--- src/rtl/token_encoder_pkg.sv ---
// -----------------------------------------------------------------------------
// token_encoder_pkg
// Shared types and constants for the greedy longest-match token encoder.
//   tok_enc_state_t : encoder FSM state encoding
//   SYM_NUL         : terminator / padding symbol value for text and vocab
//   idx_w()         : index width helper that never returns zero
// -----------------------------------------------------------------------------
package token_encoder_pkg;

    typedef enum logic [2:0] {
        IDLE = 3'd0,
        CHK  = 3'd1,
        CHKW = 3'd2,
        RD   = 3'd3,
        CMP  = 3'd4,
        EMIT = 3'd5,
        DONE = 3'd6
    } tok_enc_state_t;

    localparam int SYM_NUL = 0;

    // Width of an index into n items; a single item still gets one bit so
    // no zero-width vectors are ever declared.
    function automatic int idx_w(input int n);
        return (n > 1) ? $clog2(n) : 1;
    endfunction

endpackage

--- src/rtl/token_encoder_if.sv ---
// -----------------------------------------------------------------------------
// token_encoder_if
// Bundles the encoder's memory read ports and its output code stream.
//   text_addr / text_dout   : text SRAM read port (data one cycle after addr)
//   vocab_addr / vocab_dout : vocab SRAM read port (data one cycle after addr)
//   code_valid / code / code_ready : valid/ready output code stream
// Modports:
//   master : the encoder side (drives addresses and codes)
//   slave  : memories plus downstream consumer
// -----------------------------------------------------------------------------
interface token_encoder_if #(
    parameter int DATA_WIDTH  = 8,
    parameter int TEXT_ADDR_W = 4,
    parameter int VA_W        = 6,
    parameter int CODE_W      = 8
);
    logic [TEXT_ADDR_W-1:0] text_addr;
    logic [DATA_WIDTH-1:0]  text_dout;
    logic [VA_W-1:0]        vocab_addr;
    logic [DATA_WIDTH-1:0]  vocab_dout;
    logic                   code_valid;
    logic [CODE_W-1:0]      code;
    logic                   code_ready;

    modport master (
        output text_addr,
        input  text_dout,
        output vocab_addr,
        input  vocab_dout,
        output code_valid,
        output code,
        input  code_ready
    );

    modport slave (
        input  text_addr,
        output text_dout,
        input  vocab_addr,
        output vocab_dout,
        input  code_valid,
        input  code,
        output code_ready
    );

endinterface

--- src/rtl/token_encoder_slot_cmp.sv ---
// -----------------------------------------------------------------------------
// token_slot_cmp
// Combinational resolution of byte j of the vocab slot under comparison.
//   vocab_dout : slot byte j
//   text_dout  : text byte at pos+j
//   j          : byte index within the slot
//   text_oob   : pos+j ran past the text memory (treated as a terminator)
//   slot_end   : slot is exhausted at j (its length is j)
//   mismatch   : slot rejected at this position
//   full       : last slot byte matched, slot length is MAX_TOK_LEN
// -----------------------------------------------------------------------------
module token_slot_cmp
    import token_encoder_pkg::*;
#(
    parameter int DATA_WIDTH  = 8,
    parameter int MAX_TOK_LEN = 4,
    parameter int JW          = 2
) (
    input  logic [DATA_WIDTH-1:0] vocab_dout,
    input  logic [DATA_WIDTH-1:0] text_dout,
    input  logic [JW-1:0]         j,
    input  logic                  text_oob,
    output logic                  slot_end,
    output logic                  mismatch,
    output logic                  full
);

    // A slot ending here wins over anything the text says at this byte, so a
    // text terminator (or out-of-range position) only rejects slots that
    // still expect more bytes. A text NUL against a non-NUL vocab byte falls
    // out of the plain inequality.
    assign slot_end = (vocab_dout == DATA_WIDTH'(SYM_NUL));
    assign mismatch = !slot_end && (text_oob || (vocab_dout != text_dout));
    assign full     = !slot_end && !mismatch && (j == JW'(MAX_TOK_LEN - 1));

endmodule

--- src/rtl/token_encoder.sv ---
// -----------------------------------------------------------------------------
// token_encoder
// Greedy longest-match tokenizer. Reads a NUL-terminated string from a text
// SRAM, compares every vocab slot at the current position, and emits the
// index of the longest matching slot (lowest index on ties) or UNK_CODE.
//
// Ports:
//   clk      : clock, rising edge
//   rst_n    : synchronous active-low reset
//   start    : begin encoding at text address 0 (honoured in IDLE/DONE only)
//   bus      : token_encoder_if.master (text/vocab read ports, code stream)
//   busy     : run in progress
//   done     : run finished, held until the next start
//   n_codes  : codes accepted by the consumer this run
//   unk_cnt  : accepted UNK codes this run, saturating
//              (present only when TOKEN_ENCODER_UNK_CNT_EN is defined)
// -----------------------------------------------------------------------------
module token_encoder
    import token_encoder_pkg::*;
#(
    parameter int                DATA_WIDTH  = 8,
    parameter int                TEXT_ADDR_W = 4,
    parameter int                N_TOKENS    = 16,
    parameter int                MAX_TOK_LEN = 4,
    parameter int                CODE_W      = 8,
    parameter logic [CODE_W-1:0] UNK_CODE    = 8'hFF
) (
    input  logic                   clk,
    input  logic                   rst_n,
    input  logic                   start,
    token_encoder_if.master        bus,
    output logic                   busy,
    output logic                   done,
`ifdef TOKEN_ENCODER_UNK_CNT_EN
    output logic [TEXT_ADDR_W:0]   unk_cnt,
`endif
    output logic [TEXT_ADDR_W:0]   n_codes
);

    localparam int VA_W = $clog2(N_TOKENS * MAX_TOK_LEN);
    localparam int JW   = idx_w(MAX_TOK_LEN);
    localparam int KW   = idx_w(N_TOKENS);
    localparam int LW   = $clog2(MAX_TOK_LEN) + 1;
    localparam int PW   = TEXT_ADDR_W + 1;   // one spare bit flags running off the text

    tok_enc_state_t          state_reg;
    logic [PW-1:0]           pos_reg;
    logic [JW-1:0]           j_reg;
    logic [KW-1:0]           k_reg;
    logic [LW-1:0]           best_len_reg;
    logic [KW-1:0]           best_code_reg;
    logic [TEXT_ADDR_W-1:0]  text_addr_reg;
    logic                    text_oob_reg;
    logic [VA_W-1:0]         vocab_addr_reg;
    logic                    code_valid_reg;
    logic [CODE_W-1:0]       code_reg;
    logic                    busy_reg;
    logic                    done_reg;
    logic [PW-1:0]           n_codes_reg;
`ifdef TOKEN_ENCODER_UNK_CNT_EN
    logic [PW-1:0]           unk_cnt_reg;
`endif

    // Slot comparison results for the byte currently on the SRAM outputs.
    logic                    slot_end;
    logic                    slot_mismatch;
    logic                    slot_full;

    token_slot_cmp #(
        .DATA_WIDTH  (DATA_WIDTH),
        .MAX_TOK_LEN (MAX_TOK_LEN),
        .JW          (JW)
    ) u_slot_cmp (
        .vocab_dout (bus.vocab_dout),
        .text_dout  (bus.text_dout),
        .j          (j_reg),
        .text_oob   (text_oob_reg),
        .slot_end   (slot_end),
        .mismatch   (slot_mismatch),
        .full       (slot_full)
    );

    function automatic logic [VA_W-1:0] slot_addr(input logic [KW-1:0] k,
                                                  input logic [JW-1:0] j);
        return VA_W'(int'(k) * MAX_TOK_LEN + int'(j));
    endfunction

    logic                    slot_done;
    logic                    last_slot;
    logic [LW-1:0]           slot_len;
    logic                    slot_take;
    logic [LW-1:0]           best_len_next;
    logic [KW-1:0]           best_code_next;
    logic [CODE_W-1:0]       emit_code_next;
    logic [KW-1:0]           rd_k_next;
    logic [JW-1:0]           rd_j_next;
    logic [PW-1:0]           rd_text_next;
    logic [PW-1:0]           adv_next;
    logic [PW-1:0]           pos_next;

    assign slot_done = slot_end | slot_mismatch | slot_full;
    assign last_slot = (k_reg == KW'(N_TOKENS - 1));
    assign slot_len  = slot_full ? LW'(MAX_TOK_LEN) : LW'(j_reg);

    // Strict comparison keeps the earliest slot on equal lengths, and an
    // empty slot (length 0) can never beat the initial best_len of 0.
    assign slot_take      = (slot_end | slot_full) && (slot_len > best_len_reg);
    assign best_len_next  = slot_take ? slot_len : best_len_reg;
    assign best_code_next = slot_take ? k_reg    : best_code_reg;
    assign emit_code_next = (best_len_next != '0) ? CODE_W'(best_code_next) : UNK_CODE;

    // Next byte to fetch: either the following byte of this slot or byte 0
    // of the next slot.
    assign rd_k_next    = slot_done ? (k_reg + KW'(1)) : k_reg;
    assign rd_j_next    = slot_done ? '0 : (j_reg + JW'(1));
    assign rd_text_next = pos_reg + PW'(rd_j_next);

    // An unknown byte still consumes one position so the scan always advances.
    assign adv_next = (best_len_reg == '0) ? PW'(1) : PW'(best_len_reg);
    assign pos_next = pos_reg + adv_next;

    always_ff @(posedge clk) begin
        if (!rst_n) begin
            state_reg      <= IDLE;
            pos_reg        <= '0;
            j_reg          <= '0;
            k_reg          <= '0;
            best_len_reg   <= '0;
            best_code_reg  <= '0;
            text_addr_reg  <= '0;
            text_oob_reg   <= 1'b0;
            vocab_addr_reg <= '0;
            code_valid_reg <= 1'b0;
            code_reg       <= '0;
            busy_reg       <= 1'b0;
            done_reg       <= 1'b0;
            n_codes_reg    <= '0;
`ifdef TOKEN_ENCODER_UNK_CNT_EN
            unk_cnt_reg    <= '0;
`endif
        end else begin
            case (state_reg)
                IDLE, DONE: begin
                    if (start) begin
                        state_reg     <= CHK;
                        pos_reg       <= '0;
                        n_codes_reg   <= '0;
                        text_addr_reg <= '0;
                        text_oob_reg  <= 1'b0;
                        busy_reg      <= 1'b1;
                        done_reg      <= 1'b0;
`ifdef TOKEN_ENCODER_UNK_CNT_EN
                        unk_cnt_reg   <= '0;
`endif
                    end
                end

                // text_addr already holds pos; wait for the read data.
                CHK: begin
                    state_reg <= CHKW;
                end

                CHKW: begin
                    if (text_oob_reg || (bus.text_dout == DATA_WIDTH'(SYM_NUL))) begin
                        state_reg <= DONE;
                        busy_reg  <= 1'b0;
                        done_reg  <= 1'b1;
                    end else begin
                        // text_addr still equals pos+0, so only the vocab
                        // address needs loading for slot 0 byte 0.
                        k_reg          <= '0;
                        j_reg          <= '0;
                        best_len_reg   <= '0;
                        best_code_reg  <= '0;
                        vocab_addr_reg <= '0;
                        state_reg      <= RD;
                    end
                end

                RD: begin
                    state_reg <= CMP;
                end

                CMP: begin
                    best_len_reg  <= best_len_next;
                    best_code_reg <= best_code_next;
                    if (slot_done && last_slot) begin
                        code_reg       <= emit_code_next;
                        code_valid_reg <= 1'b1;
                        state_reg      <= EMIT;
                    end else begin
                        k_reg          <= rd_k_next;
                        j_reg          <= rd_j_next;
                        text_addr_reg  <= rd_text_next[TEXT_ADDR_W-1:0];
                        text_oob_reg   <= rd_text_next[TEXT_ADDR_W];
                        vocab_addr_reg <= slot_addr(rd_k_next, rd_j_next);
                        state_reg      <= RD;
                    end
                end

                // Code and both addresses hold until the consumer takes it.
                EMIT: begin
                    if (bus.code_ready) begin
                        code_valid_reg <= 1'b0;
                        pos_reg        <= pos_next;
                        n_codes_reg    <= n_codes_reg + PW'(1);
                        text_addr_reg  <= pos_next[TEXT_ADDR_W-1:0];
                        text_oob_reg   <= pos_next[TEXT_ADDR_W];
`ifdef TOKEN_ENCODER_UNK_CNT_EN
                        // best_len==0 identifies UNK even if UNK_CODE could
                        // alias a real slot index.
                        if ((best_len_reg == '0) && (unk_cnt_reg != '1)) begin
                            unk_cnt_reg <= unk_cnt_reg + PW'(1);
                        end
`endif
                        state_reg      <= CHK;
                    end
                end

                default: begin
                    state_reg <= IDLE;
                end
            endcase
        end
    end

    assign bus.text_addr  = text_addr_reg;
    assign bus.vocab_addr = vocab_addr_reg;
    assign bus.code_valid = code_valid_reg;
    assign bus.code       = code_reg;
    assign busy           = busy_reg;
    assign done           = done_reg;
    assign n_codes        = n_codes_reg;
`ifdef TOKEN_ENCODER_UNK_CNT_EN
    assign unk_cnt        = unk_cnt_reg;
`endif

endmodule

--- src/flat_wrapper.sv ---
// flat-port wrapper written by rule: the top's interface ports become plain ports
module token_encoder_flat import token_encoder_pkg::*;
#(
    parameter int                DATA_WIDTH  = 8,
    parameter int                TEXT_ADDR_W = 4,
    parameter int                N_TOKENS    = 16,
    parameter int                MAX_TOK_LEN = 4,
    parameter int                CODE_W      = 8,
    parameter logic [CODE_W-1:0] UNK_CODE    = 8'hFF
)
  (clk, rst_n, start, busy, done, n_codes, bus_text_addr, bus_text_dout, bus_vocab_addr, bus_vocab_dout, bus_code_valid, bus_code, bus_code_ready);
  token_encoder_if #(.DATA_WIDTH(DATA_WIDTH), .TEXT_ADDR_W(TEXT_ADDR_W), .VA_W(6), .CODE_W(CODE_W)) bus_i ();
  input  logic clk;
  input  logic rst_n;
  input  logic start;
  output logic busy;
  output logic done;
  output logic [TEXT_ADDR_W:0] n_codes;
  output wire logic [$bits(bus_i.text_addr)-1:0] bus_text_addr;
  input wire logic [$bits(bus_i.text_dout)-1:0] bus_text_dout;
  output wire logic [$bits(bus_i.vocab_addr)-1:0] bus_vocab_addr;
  input wire logic [$bits(bus_i.vocab_dout)-1:0] bus_vocab_dout;
  output wire logic [$bits(bus_i.code_valid)-1:0] bus_code_valid;
  output wire logic [$bits(bus_i.code)-1:0] bus_code;
  input wire logic [$bits(bus_i.code_ready)-1:0] bus_code_ready;
  assign bus_text_addr = bus_i.text_addr;
  assign bus_i.text_dout = bus_text_dout;
  assign bus_vocab_addr = bus_i.vocab_addr;
  assign bus_i.vocab_dout = bus_vocab_dout;
  assign bus_code_valid = bus_i.code_valid;
  assign bus_code = bus_i.code;
  assign bus_i.code_ready = bus_code_ready;
  token_encoder #(.DATA_WIDTH(DATA_WIDTH), .TEXT_ADDR_W(TEXT_ADDR_W), .N_TOKENS(N_TOKENS), .MAX_TOK_LEN(MAX_TOK_LEN), .CODE_W(CODE_W), .UNK_CODE(UNK_CODE)) u_core (.clk(clk), .rst_n(rst_n), .start(start), .bus(bus_i), .busy(busy), .done(done), .n_codes(n_codes));
endmodule
--- config.mk ---
export PLATFORM = sky130hd
export DESIGN_NAME = token_encoder_flat
export DESIGN_NICKNAME = d
export VERILOG_FILES = /design/src/rtl/token_encoder_pkg.sv /design/src/rtl/token_encoder_if.sv /design/src/rtl/token_encoder_slot_cmp.sv /design/src/rtl/token_encoder.sv /design/src/flat_wrapper.sv
export SDC_FILE = /design/constraint.sdc
export NUM_CORES = 1
export LEC_CHECK = 0
export ABC_AREA = 1
export BUFFER_PORTS_ARGS = -buffer_cell sky130_fd_sc_hd__buf_2
export CORE_MARGIN = 2
export CORE_UTILIZATION = 60
export CTS_BUF_LIST = sky130_fd_sc_hd__clkbuf_16
export DETAILED_ROUTE_END_ITERATION = 16
export GPL_TIMING_DRIVEN = 0
export PLACE_DENSITY = 0.84
export SLEW_MARGIN = 20
export SYNTH_ARGS = -nofsm -noshare
export SYNTH_HDL_FRONTEND = slang
export SYNTH_SLANG_ARGS = --single-unit
--- constraint.sdc ---
create_clock -name clk -period 7.1 [get_ports clk]
set_input_delay 1.42 -clock clk [delete_from_list [all_inputs] [get_ports clk]]
set_output_delay 1.42 -clock clk [all_outputs]
set_load 0.02 [all_outputs]
==> out/qor.csv <==
stage,metric,value,unit
placed_design,gpl congestion,0.8660,
finish,Syn-to-layout area delta,17.39,%
clock_tree,Post-CTS Resized,0,
timing,PnR worst setup slack,3589,ps
finish,"most common cell after layout, fill and taps aside",nand2_1,
route,Via density,5.190,
route,WL/cell,12.02,um
pwr,Leak,1.514,nW
finish,# diodes,0,
clock_tree,H-Tree Depth,2,
yosys,sequential area share after synthesis,0.3039,
floorplan,die area,4821,um2
placed_design,post-detail-place hpwl,4.287,mm
worst_setup_path,R2R setup slack,4550,ps
worst_setup_path,Worst setup endpoint,u_core.bus.code[3]$_SDFFE_PN0P_,
finish,Reg area,780.7,um2
timing,Final Max Slew Viols,0,
worst_setup_path,CP startpoint,bus_text_dout[6],
timing,fin crit share,0.4945,
yosys,Synth Register Bits,39,
yosys,Synth Area per Inst,7.135,um2
floorplan,# rows,23,
pwr,maximum vdd ir drop,156.8,uV
clock_tree,clock tree buffer depth,2,
timing,Max Clock Skew,4.393,ps
floorplan,die height,69.43,um
yosys,Mapped Area,2569,um2
clock_tree,latest clock arrival within the worst-skew pair,280,ps
worst_setup_path,Worst EP arrival,3740,ps
timing,Hold Fails Final Rpt,0,
run,max-cap violation count,0,
timing,Final setup viols,0,
grt,first-pass GRT wire length,10.08,mm
clock_tree,CTS sink count,39,
worst_setup_path,WP data required,7330,ps
grt,largest net degree at the start of global routing,13,
clock_tree,post-CTS setup buffers,0,
route,drt pass-1 iters,4,
worst_setup_path,Startpoint Class,input pin,
worst_setup_path,worst r2r dst,u_core.bus.code[3]$_SDFFE_PN0P_,
timing,Max Clk Rate,284.8,MHz
clock_tree,CTS tree,yes,
finish,most frequent cells in the layout,"nand2_1 (83), inv_1 (50), buf_2 (44), dfxtp_1 (39), nor2_1 (26)",
route,Final ANT Viol Nets,0,
yosys,Syn Inst Count,360,
route,Vias,2398,
floorplan,I/O pin count,46,
finish,multi-input combinational cell area,1518,um2
clock_tree,clk root buf,clkbuf_16,
floorplan,core area,4058,um2
timing,Rel. slew slack,0.5872,
yosys,Synth cell types,41,
placed_design,dpl ws,3305,ps
grt,GRT Overall Usage,0.2511,
run_status,status,finished clean,
worst_setup_path,maximum net fanout on the critical path,10,
timing,post-layout minimum cycle time,3511,ps
clock_tree,clk slew on worst S/H paths,60,ps
grt,vias in the first global route,2280,
timing,RSZ-0062 raised after global routing,no,
placed_design,buffers added on ports,44,
worst_setup_path,CP endpoint kind,register,
route,DRC,0,
timing,setup TNS,0,ps
yosys,Synth Net Count,393,
clock_tree,Num CTS Buffers,5,
yosys,Ys Warns,0,
clock_tree,hold-fix buffers at CTS,0,
floorplan,Horiz. Die Dim,69.43,um
route,DR iter-0 viols,195,
worst_setup_path,reg2reg path depth,17,
worst_setup_path,reg-to-reg startpoint,u_core.text_oob_reg$_SDFFE_PN0P_,
finish,fill count,330,
min_path,Hold Crit Class,register to register,
floorplan,initial core utilization,0.6331,
finish,Final #Nets,444,
grt,initial antenna violation count,0,
finish,share of post-route cells with drive strength above 1,0.2524,
pwr,Pwr per Cell Area,246.3,nW/um2
route,WL final,5.554,mm
worst_setup_path,worst setup path class,input pin to register,
grt,grt total ovfl,0,
timing,Least-Margin Pin Slew,619.2,ps
==> final cells by class <==
cell class / count / area share
multi-input combinational: 252 / 0.5033
sequential: 39 / 0.2589
inverter: 61 / 0.07593
timing repair buffer: 44 / 0.07303
clock buffer: 5 / 0.04149
tap: 50 / 0.02075
buffer: 8 / 0.01369
clock inverter: 3 / 0.01286
==> routing by layer <==
| layer | global-route usage | wire length [um] | up-vias |
|---|---|---|---|
| li1 | - | - | 1259 |
| met1 | 0.3297 | 2632 | 1085 |
| met2 | 0.4252 | 2682 | 45 |
| met3 | 0.03488 | 152 | 9 |
| met4 | 0.08061 | 86 | 0 |
| met5 | 0 | 0 | - |
==> cell usage after synthesis <==
cell	instances	area [um2]
a21o_1	2	15.01
a21oi_1	25	125.1
a21oi_2	8	70.07
a22o_1	2	17.52
a31o_2	1	8.760
a31oi_1	1	6.260
and3_1	1	6.260
and3_4	1	11.26
buf_4	3	22.52
clkbuf_1	5	18.77
clkinv_1	2	7.510
dfxtp_1	39	780.8
fa_1	2	40.04
ha_1	11	137.6
inv_1	50	187.7
inv_2	9	33.78
nand2_1	83	311.6
nand2_2	9	56.30
nand2_4	3	33.78
nand2_8	1	20.02
nand3_1	16	80.08
nand3_4	2	35.03
nand3b_1	1	7.510
nand3b_4	1	20.02
nand4_1	3	18.77
nand4_4	2	42.54
nor2_1	26	97.59
nor2_2	2	12.51
nor2_4	4	45.04
nor2_8	1	20.02
nor3_1	5	25.02
o2111ai_1	1	8.760
o21a_1	4	30.03
o21ai_0	15	75.07
o21ai_1	4	20.02
o21ai_2	5	43.79
o21bai_1	1	7.510
o221ai_1	1	8.760
or2_1	4	25.02
or2_4	1	8.760
xor2_1	3	26.28
==> critical path, cell delays in order <==
cell and delay (ps):
buf_2 110, inv_2 50, nand2_1 60, nand2_1 50
nand3_1 120, nor2_4 200, nand3_1 130, nand2_1 130
inv_1 50, ha_1 280, and3_1 190, a21oi_2 180
nand4_4 180, nand2_8 150, nand2_2 70, nand2_2 80
nand3_4 100, nand3_1 80, nand2_1 50, inv_1 50
==> through the flow <==
stage | instances | hold slack, ps | utilization | power (W) | area, um2
detailed placement | 454 | 454.6 | 0.7027 | 0.0004933 | 2851
floorplan | 360 | 460.7 | - | 0.0004387 | 2569
global route | 462 | 496.5 | 0.7431 | 0.0007869 | 3015
global placement | 454 | 450.0 | 0.7027 | 0.0004872 | 2851
finish | 462 | 465.2 | 0.7431 | 0.0007427 | 3015
CTS | 462 | 464.0 | 0.7431 | 0.0007454 | 3015
==> cell families after synthesis <==
logic type / share of synthesized area
adders and majority gates: 0.06917
xor gates and xnor gates: 0.01023
AOI/OAI and AO/OA: 0.1700
buffers and inverters: 0.1052
DFF: 0.3039
and+or+nand+nor: 0.3414
==> worst min-delay path by stage <==
stage | from | end | slack [ps] | cells after the start
after global routing | u_core.done$_SDFFE_PN0P_ | u_core.done$_SDFFE_PN0P_ | 500 | 2
after floorplan | u_core.pos_reg[0]$_SDFFE_PN0P_ | u_core.pos_reg[0]$_SDFFE_PN0P_ | 460 | 2
final | u_core.done$_SDFFE_PN0P_ | u_core.done$_SDFFE_PN0P_ | 470 | 2
after detailed placement | u_core.done$_SDFFE_PN0P_ | u_core.done$_SDFFE_PN0P_ | 450 | 2
after global placement | u_core.busy$_SDFFE_PN0P_ | u_core.busy$_SDFFE_PN0P_ | 450 | 2
after CTS | u_core.done$_SDFFE_PN0P_ | u_core.done$_SDFFE_PN0P_ | 460 | 2
==> report_power, final <==
| group | switching, W | leakage, nW | internal [W] |
|---|---|---|---|
| registers | 0.0000188 | 0.316 | 0.000242 |
| clock network | 0.0000863 | 0.0812 | 0.000164 |
| logic | 0.000159 | 1.12 | 0.0000733 |
| total | 0.000264 | 1.51 | 0.000479 |
(Power assumes the default switching activity.)
